--- config.mk ---
export PLATFORM = sky130hd
export DESIGN_NAME = interrupt_controller
export DESIGN_NICKNAME = d
export VERILOG_FILES = /design/src/rtl/intc_pkg.sv /design/src/rtl/intc_edge_detect.sv /design/src/rtl/interrupt_controller.sv
export SDC_FILE = /design/constraint.sdc
export NUM_CORES = 1
export LEC_CHECK = 0
export ABC_AREA = 1
export CAP_MARGIN = 10
export CORE_MARGIN = 2
export CORE_UTILIZATION = 50
export CTS_CLUSTER_DIAMETER = 100
export DETAILED_ROUTE_END_ITERATION = 8
export DONT_BUFFER_PORTS = 1
export PLACE_DENSITY = 0.72
export SYNTH_ARGS = -nofsm -noshare
export SYNTH_HDL_FRONTEND = slang
export SYNTH_SLANG_ARGS = --single-unit
--- constraint.sdc ---
create_clock -name clk -period 1.9 [get_ports clk]
set_input_delay 0.19 -clock clk [delete_from_list [all_inputs] [get_ports clk]]
set_output_delay 0.19 -clock clk [all_outputs]
set_load 0.01 [all_outputs]
--- src/rtl/intc_pkg.sv ---
// Shared types, default configuration and helpers for the interrupt controller.
package intc_pkg;

  // Default configuration; the top module re-exposes these as parameters.
  localparam int          DEF_NUM_IRQ    = 8;
  localparam logic [31:0] DEF_VEC_BASE   = 32'h0000_0100;
  localparam logic [31:0] DEF_VEC_STRIDE = 32'h0000_0010;
  localparam logic [31:0] DEF_NMI_VECTOR = 32'h0000_0080;

  // Widest IRQ vector the priority encoder accepts.
  localparam int MAX_IRQ = 32;

  // Request handshake state machine.
  typedef enum logic [1:0] {
    ST_IDLE,
    ST_REQ,
    ST_SERVICE
  } intc_state_e;

  // Lowest set index wins (index 0 is the highest priority); returns 0 when empty.
  function automatic int prio_lowest(input logic [MAX_IRQ-1:0] vec);
    int idx;
    idx = 0;
    for (int i = MAX_IRQ - 1; i >= 0; i--) begin
      if (vec[i]) idx = i;
    end
    return idx;
  endfunction

endpackage

--- src/rtl/intc_edge_detect.sv ---
// Rising-edge detector producing a one-cycle pulse per input bit.
// Optional feature: define INTC_SYNC_EN to insert a two-flop synchroniser
// ahead of the edge detector (adds two cycles of capture latency).
module intc_edge_detect #(
  parameter int WIDTH = 1
) (
  input  logic             clk,
  input  logic             rst_n,
  input  logic [WIDTH-1:0] in_i,
  output logic [WIDTH-1:0] rise_o
);

  logic [WIDTH-1:0] sampled;
  logic [WIDTH-1:0] prev_q;

`ifdef INTC_SYNC_EN
  logic [WIDTH-1:0] sync1_q;
  logic [WIDTH-1:0] sync2_q;

  // Two-flop synchroniser for asynchronous peripheral lines.
  always_ff @(posedge clk or negedge rst_n) begin
    if (!rst_n) begin
      sync1_q <= '0;
      sync2_q <= '0;
    end else begin
      // NOTE: non-blocking assignments make both flops sample the old values
      // at the same edge, which is what gives a real two-stage pipeline.
      sync1_q <= in_i;
      sync2_q <= sync1_q;
    end
  end

  assign sampled = sync2_q;
`else
  assign sampled = in_i;
`endif

  // Remember the previous sample so a level-high line does not retrigger.
  always_ff @(posedge clk or negedge rst_n) begin
    if (!rst_n) prev_q <= '0;
    else        prev_q <= sampled;
  end

  assign rise_o = sampled & ~prev_q;

endmodule

--- src/rtl/interrupt_controller.sv ---
// Interrupt requester: edge-captures IRQ/NMI lines, masks and prioritises
// IRQs, and runs the request/acknowledge/EOI handshake with the CPU.
// Optional feature: INTC_SYNC_EN adds input synchronisers (see intc_edge_detect).
module interrupt_controller
  import intc_pkg::*;
#(
  parameter int          NUM_IRQ    = DEF_NUM_IRQ,
  parameter logic [31:0] VEC_BASE   = DEF_VEC_BASE,
  parameter logic [31:0] VEC_STRIDE = DEF_VEC_STRIDE,
  parameter logic [31:0] NMI_VECTOR = DEF_NMI_VECTOR
) (
  input  logic                       clk,
  input  logic                       rst_n,
  input  logic [NUM_IRQ-1:0]         irq_in,
  input  logic                       nmi_in,
  input  logic                       mask_we,
  input  logic [NUM_IRQ-1:0]         mask_wdata,
  input  logic                       int_ack,
  input  logic                       nmi_ack,
  input  logic                       eoi,
  output logic                       int_req,
  output logic                       nmi_req,
  output logic [$clog2(NUM_IRQ)-1:0] int_id,
  output logic [31:0]                int_vector,
  output logic [31:0]                nmi_vector,
  output logic [NUM_IRQ-1:0]         pending,
  output logic                       busy
);

  localparam int ID_W = $clog2(NUM_IRQ);

  logic [NUM_IRQ-1:0] irq_rise;
  logic               nmi_rise;
  logic [NUM_IRQ-1:0] pending_q, pending_d;
  logic [NUM_IRQ-1:0] mask_q;
  logic [NUM_IRQ-1:0] clr_vec;
  logic [NUM_IRQ-1:0] elig;
  logic [MAX_IRQ-1:0] elig_ext;
  logic [ID_W-1:0]    lowest_id;
  logic               nmi_req_q, nmi_req_d;

  intc_state_e        state_q, state_d;
  logic [ID_W-1:0]    int_id_q, int_id_d;
  logic               int_req_q, int_req_d;
  logic               busy_q, busy_d;

  intc_edge_detect #(.WIDTH(NUM_IRQ)) u_irq_edge (
    .clk    (clk),
    .rst_n  (rst_n),
    .in_i   (irq_in),
    .rise_o (irq_rise)
  );

  intc_edge_detect #(.WIDTH(1)) u_nmi_edge (
    .clk    (clk),
    .rst_n  (rst_n),
    .in_i   (nmi_in),
    .rise_o (nmi_rise)
  );

  // Unmasked pending IRQs, widened for the shared priority encoder.
  assign elig = pending_q & ~mask_q;

  // Zero-extend the eligible set to the encoder width.
  always_comb begin
    elig_ext              = '0;
    elig_ext[NUM_IRQ-1:0] = elig;
  end

  assign lowest_id = ID_W'(prio_lowest(elig_ext));

  // Handshake next-state: pick an IRQ, hold the request, then wait for EOI.
  always_comb begin
    // NOTE: every variable gets a default first so no path leaves it
    // unassigned, which would otherwise infer a latch.
    state_d   = state_q;
    int_id_d  = int_id_q;
    int_req_d = int_req_q;
    clr_vec   = '0;
    unique case (state_q)
      ST_IDLE: begin
        if (|elig) begin
          int_id_d  = lowest_id;
          int_req_d = 1'b1;
          state_d   = ST_REQ;
        end
      end
      ST_REQ: begin
        if (int_ack) begin
          clr_vec[int_id_q] = 1'b1;
          int_req_d         = 1'b0;
          state_d           = ST_SERVICE;
        end
      end
      ST_SERVICE: begin
        if (eoi) state_d = ST_IDLE;
      end
      default: begin
        state_d   = ST_IDLE;
        int_req_d = 1'b0;
      end
    endcase
    busy_d = (state_d != ST_IDLE);
  end

  // A new edge on the same cycle as the acknowledge clear wins.
  assign pending_d = (pending_q & ~clr_vec) | irq_rise;
  assign nmi_req_d = (nmi_req_q & ~nmi_ack) | nmi_rise;

  // Handshake state and its registered outputs.
  always_ff @(posedge clk or negedge rst_n) begin
    if (!rst_n) begin
      state_q   <= ST_IDLE;
      int_id_q  <= '0;
      int_req_q <= 1'b0;
      busy_q    <= 1'b0;
    end else begin
      state_q   <= state_d;
      int_id_q  <= int_id_d;
      int_req_q <= int_req_d;
      busy_q    <= busy_d;
    end
  end

  // Pending bits, mask register and NMI request; all IRQs masked out of reset.
  always_ff @(posedge clk or negedge rst_n) begin
    if (!rst_n) begin
      pending_q <= '0;
      mask_q    <= '1;
      nmi_req_q <= 1'b0;
    end else begin
      pending_q <= pending_d;
      nmi_req_q <= nmi_req_d;
      if (mask_we) mask_q <= mask_wdata;
    end
  end

  assign int_req    = int_req_q;
  assign nmi_req    = nmi_req_q;
  assign int_id     = int_id_q;
  assign int_vector = VEC_BASE + 32'(int_id_q) * VEC_STRIDE;
  assign nmi_vector = NMI_VECTOR;
  assign pending    = pending_q;
  assign busy       = busy_q;

endmodule

==> impl_metrics.ini <==
[setup_path]
r2r.worst_path.cells = 8
critical_path_required_ns = 2.18
crit_family = buffers and inverters
cpPeakStageDelay_ns = 0.82
critPathMaxFanout = 16
cp-end-kind = flop
rrSetupSlack_ns = 0.48
criticalPathCategory = primary input to flop
critPathSlowestCell = dlygate4sd3_1
cp_data_arrival_time_ns = 1.76
critPathLaunchType = primary input
crit_chain = dlygate4sd3_1 -> nand2_1 -> o21ai_0 -> dlygate4sd3_1
cpMostUsedCell = dlygate4sd3_1
worst-path-stages = 4
path_buf_inv = 2

[placed_design]
dp_hpwl_um = 2160
port_buffers = 0
place_congestion = 0.777
place_area_um2 = 1590
dp.cells = 248

[pwr]
power.switching_mw = 0.732
power_frac_comb_pct = 24.3
p_clk_share_pct = 22.4
irDropWorstVdd_v = 0.000623
powerDensity_nw_per_um2 = 1040
switching_share_pct = 37.2
power.internal_mw = 1.24
p_seq_share_pct = 53.3
p_leak_nw = 0.987

[synthesis]
synth_cells = 208
yosysTopAreaCell = dfrtp_1
yosysWarningCount = 0
ys_ff_latch = 33
syn_area_per_cell_um2 = 8.64
ys_types = 21
synth.cell_area_um2 = 1800
synth_area_leaders = dfrtp_1 (35%), buf_4 (27%), dfstp_2 (12%), nand2_1 (8.4%), o21ai_0 (5.3%)
seq_area_frac_synth_pct = 46.5
synth_top_cell_area_share_pct = 34.8

[sta]
slew_violations = 0
grt_setup_unrepaired = no
post-route-min-period_ns = 1.48
fin_crit_sh_pct = 77.8
fin_skew_ns = 0.0107
fin_setup_tns_ns = 0
fmax_ghz = 0.676
setup_violations = 0
hold_viol = 0

[die]
core_um2 = 3390
die_h_um = 64.0
die_x_um = 64.0
initial_core_util_pct = 53.0
dieArea_um2 = 4090
rows = 21
ioPinCount = 101

[clocking]
clock_sinks = 33
h-tree-depth = 2
ctsResizeCount = 0
post_cts_buffers = 0
cts_tree = yes
cts_buffers = 5
clock_latency_ns = 0.33
clk_pin_slew_ns = 0.10
root_buffer = clkbuf_4
cts_buffer_depth = 2

[cells_and_area]
diodes = 0
design_area_um2 = 1890
register_area_um2 = 836
multi_input_area_um2 = 606
syn_to_final_growth_pct = 5.29
n_fill_cell = 321
fin_cells = 278
nets = 254
drive_gt1_share_pct = 9.05

[route]
ant_nets = 0
viasPerCell = 4.10
drt-total-wl_um = 3050
dr.pass1.iters = 4
via_count = 1139
initialDrtViolationCount = 25
wire_per_inst_um = 11.0
drc = 0

[run_status]
status = completed

[grt]
grt_overflow = 0
grt_first_pass_wirelength_um = 4760
grt_max_degree = 34
grt.total_usage_pct = 15.7
antenna_found_initial = 0
grt_pass1_vias = 1048

[worst_hold_path]
hp-class = primary input to flop
holdPathStages = 3

[flow_run]
cap_violations = 0
[synth_stat cells (all sizes together)]
library cell,instances
o21ai,27
o21bai,1
o31ai,1
dfstp,8
nor3,1
conb,2
or2,2
nor2,6
inv,25
clkbuf,1
nand3,1
o22ai,1
nand2,41
dfrtp,25
buf,64
a21oi,2
[worst reg2reg max path: stages, from the launching register on]
cell and delay, ns:
dfstp_2 0.53, inv_1 0.04, nand2_1 0.07, nand2_1 0.07, nor2_1 0.15, nand2_1 0.08, nand2_2 0.10, nand2_1 0.07
or2_1 0.20
[cells in the final DEF, fill, tap and decap left out]
cell type,instances
or2_4,1
o21ai_1,7
buf_12,1
o21bai_1,1
dlygate4sd3_1,21
conb_1,61
clkbuf_8,2
nor2_2,1
clkbuf_4,5
nor2_1,5
nand2_2,1
nor3_1,1
clkinv_2,1
nand2_1,40
o31ai_1,1
dfstp_2,8
a21oi_1,2
o22ai_1,1
inv_1,25
dfrtp_1,25
o21ai_0,19
or2_1,1
nand3_1,1
o21ai_2,1
[layer usage]
| metal | routed length [µm] | GRT usage [%] |
|---|---|---|
| met1 | 1200 | 17.1 |
| met4 | 38 | 7.34 |
| met2 | 1520 | 26.0 |
| met5 | 0 | 0 |
| met3 | 291 | 6.87 |
[sequential cells by signal (all words and copies together) (netlist names)]
signal	cells
mask_q	8
u_irq_edge.prev_q	8
int_req	1
state_q	2
busy	1
pending	8
nmi_req	1
int_id	3
u_nmi_edge.prev_q	1
[per-stage QoR]
stage	total power [mW]	setup slack, ns	util [%]	hold WS [ns]
5_1_grt	2.12	0.340	55.9	0.0738
3_5_place_dp	1.48	0.488	47.0	-0.105
4_1_cts	1.99	0.435	55.9	0.0301
6_report	1.97	0.421	55.9	0.0548
2_1_floorplan	1.50	0.592	-	-0.106
3_3_place_gp	1.47	0.546	47.0	-0.105
[logic make-up (layout without fill, tap and decap cells)]
group	Yosys count	after routing	synth area share (%)
compound gates	32	32	9.46
simple gates	51	51	11.5
buf+inv	90	55	32.2
flops	33	33	46.5
other cells	2	61	0.418
[layout make-up]
type                       count  area share [%]
sequential                    33            44.2
clock buffer                   7            3.44
clock inverter                 1           0.264
tap                           46            3.04
multi-input combinational    144            32.0
inverter                      25            4.96
timing repair buffer          22            12.2
[path summary, 6_finish.rpt]
| check | start | endpoint |
|---|---|---|
| worst max-delay path | mask_we | mask_q[6] |
| worst min-delay path | int_ack | int_req |
| worst max register to register | mask_q[3] | busy |
| worst min register to register | u_irq_edge.prev_q[4] | pending[4] |
| max in group asynchronous | rst_n | mask_q[1] |
| min in group asynchronous | rst_n | pending[5] |
[power by group through the flow]
stage                     registers, mW  logic [mW]  clock network (mW)
after floorplan                    1.00       0.497                   0
after global placement             1.06       0.405                   0
after detailed placement           1.06       0.413                   0
after CTS                          1.05       0.478               0.458
after global routing               1.07       0.561               0.483
final                              1.05       0.479               0.442
[repair_timing]
| item | CTS | global route |
|---|---|---|
| setup endpoints to repair | 0 | 0 |
| endpoints found under the hold margin | 60 | 0 |
| hold buffers | 22 | 0 |
No activity file was read; power rests on OpenSTA's default activity.
==> RTL change: new RTL, same flow settings <==
Add an input register stage for `irq_in`, cleared by the reset; this delays it by one clock. The other inputs are not delayed to match.
--- a/src/rtl/interrupt_controller.sv
+++ b/src/rtl/interrupt_controller.sv
@@ -29,6 +29,16 @@
 
   localparam int ID_W = $clog2(NUM_IRQ);
 
+  logic [NUM_IRQ-1:0] irq_q;
+
+  always_ff @(posedge clk or negedge rst_n) begin
+    if (!rst_n) begin
+      irq_q <= '0;
+    end else begin
+      irq_q <= irq_in;
+    end
+  end
+
   logic [NUM_IRQ-1:0] irq_rise;
   logic               nmi_rise;
   logic [NUM_IRQ-1:0] pending_q, pending_d;
@@ -47,7 +57,7 @@
   intc_edge_detect #(.WIDTH(NUM_IRQ)) u_irq_edge (
     .clk    (clk),
     .rst_n  (rst_n),
-    .in_i   (irq_in),
+    .in_i   (irq_q),
     .rise_o (irq_rise)
   );
 
Check against the original RTL: not equivalent (a bounded check fails within 4 cycles, from zero or initial values and one cycle with rst_n low).
==> RTL change against the unedited design <==
- sequential share of layout area grew 5.6 points
- routed wire length grew 3.6%
- cell count grew 1.4%
- synthesized cell count grew 3.8%
- area after synthesis grew 11%
- final area grew 10%
- via count grew 4.8%
- worst setup slack gained 0.075 ns
- sequential cell count grew 8
- critical path depth grew 4
- total power grew 24%
==> RTL change: results (changes against the unedited design) <==
status finished clean; Net Switching 0.838 mW (+14%); worst hold start mask_we; library cells used by synthesis 22 (+4.8%); pin count of the biggest net entering global routing 42 (+24%); hold path cells 2 (-1); Crit Path Max Fanout 6 (-10); final hold slack 0.00181 ns (-0.0530 ns); vias in the first global route 1094 (+4.4%); Commonest cells post-synth buf_4 (64), nand2_1 (39), dfrtp_1 (33), inv_1 (24), o21ai_0 (19); register area share after synthesis 0.518 (+0.0530); Slowest cell on crit path dfstp_2; Clock power frac 0.287 (+0.063); Data buffer area share 0.0817 (-0.0399); DR WL met2 1600 µm (+5.4%); met1 WL 1180 µm (-1.7%); max incr delay on CP 0.52 ns (-0.30 ns); sequential share of cell area 0.497 (+0.0558); initial drt markers 21 (-16%); ClkCell Share 0.0553 (+0.0182); FILL cells 350 (+9.0%); post-DR vias/cell 4.23 (+3.3%); Synth Area in Compound Gates 0.0851 (-0.00959); global routing usage on met1 0.166 (-0.00478); Final GP Congestion 0.764 (-1.7%)
RTL change: cell families (layout without fill, tap and decap cells):
kind of cell / after synthesis / after routing
AO/OA/AOI/OAI: 32 / 32
other: 2 / 61
AND/OR/NAND/NOR: 51 / 51
flip-flops: 41 / 41
buffers and inverters: 90 / 49
RTL change: metrics by stage:
step,cell area (µm²),instances,util,total power [mW],setup slack (ns)
global route,2080,282,0.556,2.60,0.412
global placement,1800,258,0.480,1.69,0.560
CTS,2080,282,0.556,2.46,0.490
floorplan,2220,275,-,1.71,0.596
finish,2080,282,0.556,2.44,0.496
detailed placement,1800,258,0.480,1.70,0.501
RTL change: what timing repair did:
action                                  in CTS  in global routing
setup buffers                                0                  0
hold endpoints to repair                    60                  0
resized for setup                            0                  0
endpoints found under the setup margin       0                  0
hold buffers                                16                  0
RTL change: critical path: cells and delay by family, from the launching register on:
kind                   cells  cell delay (ns)
AND/OR/NAND/NOR            7             0.72
flip-flops                 1             0.52
buffers and inverters      1             0.04
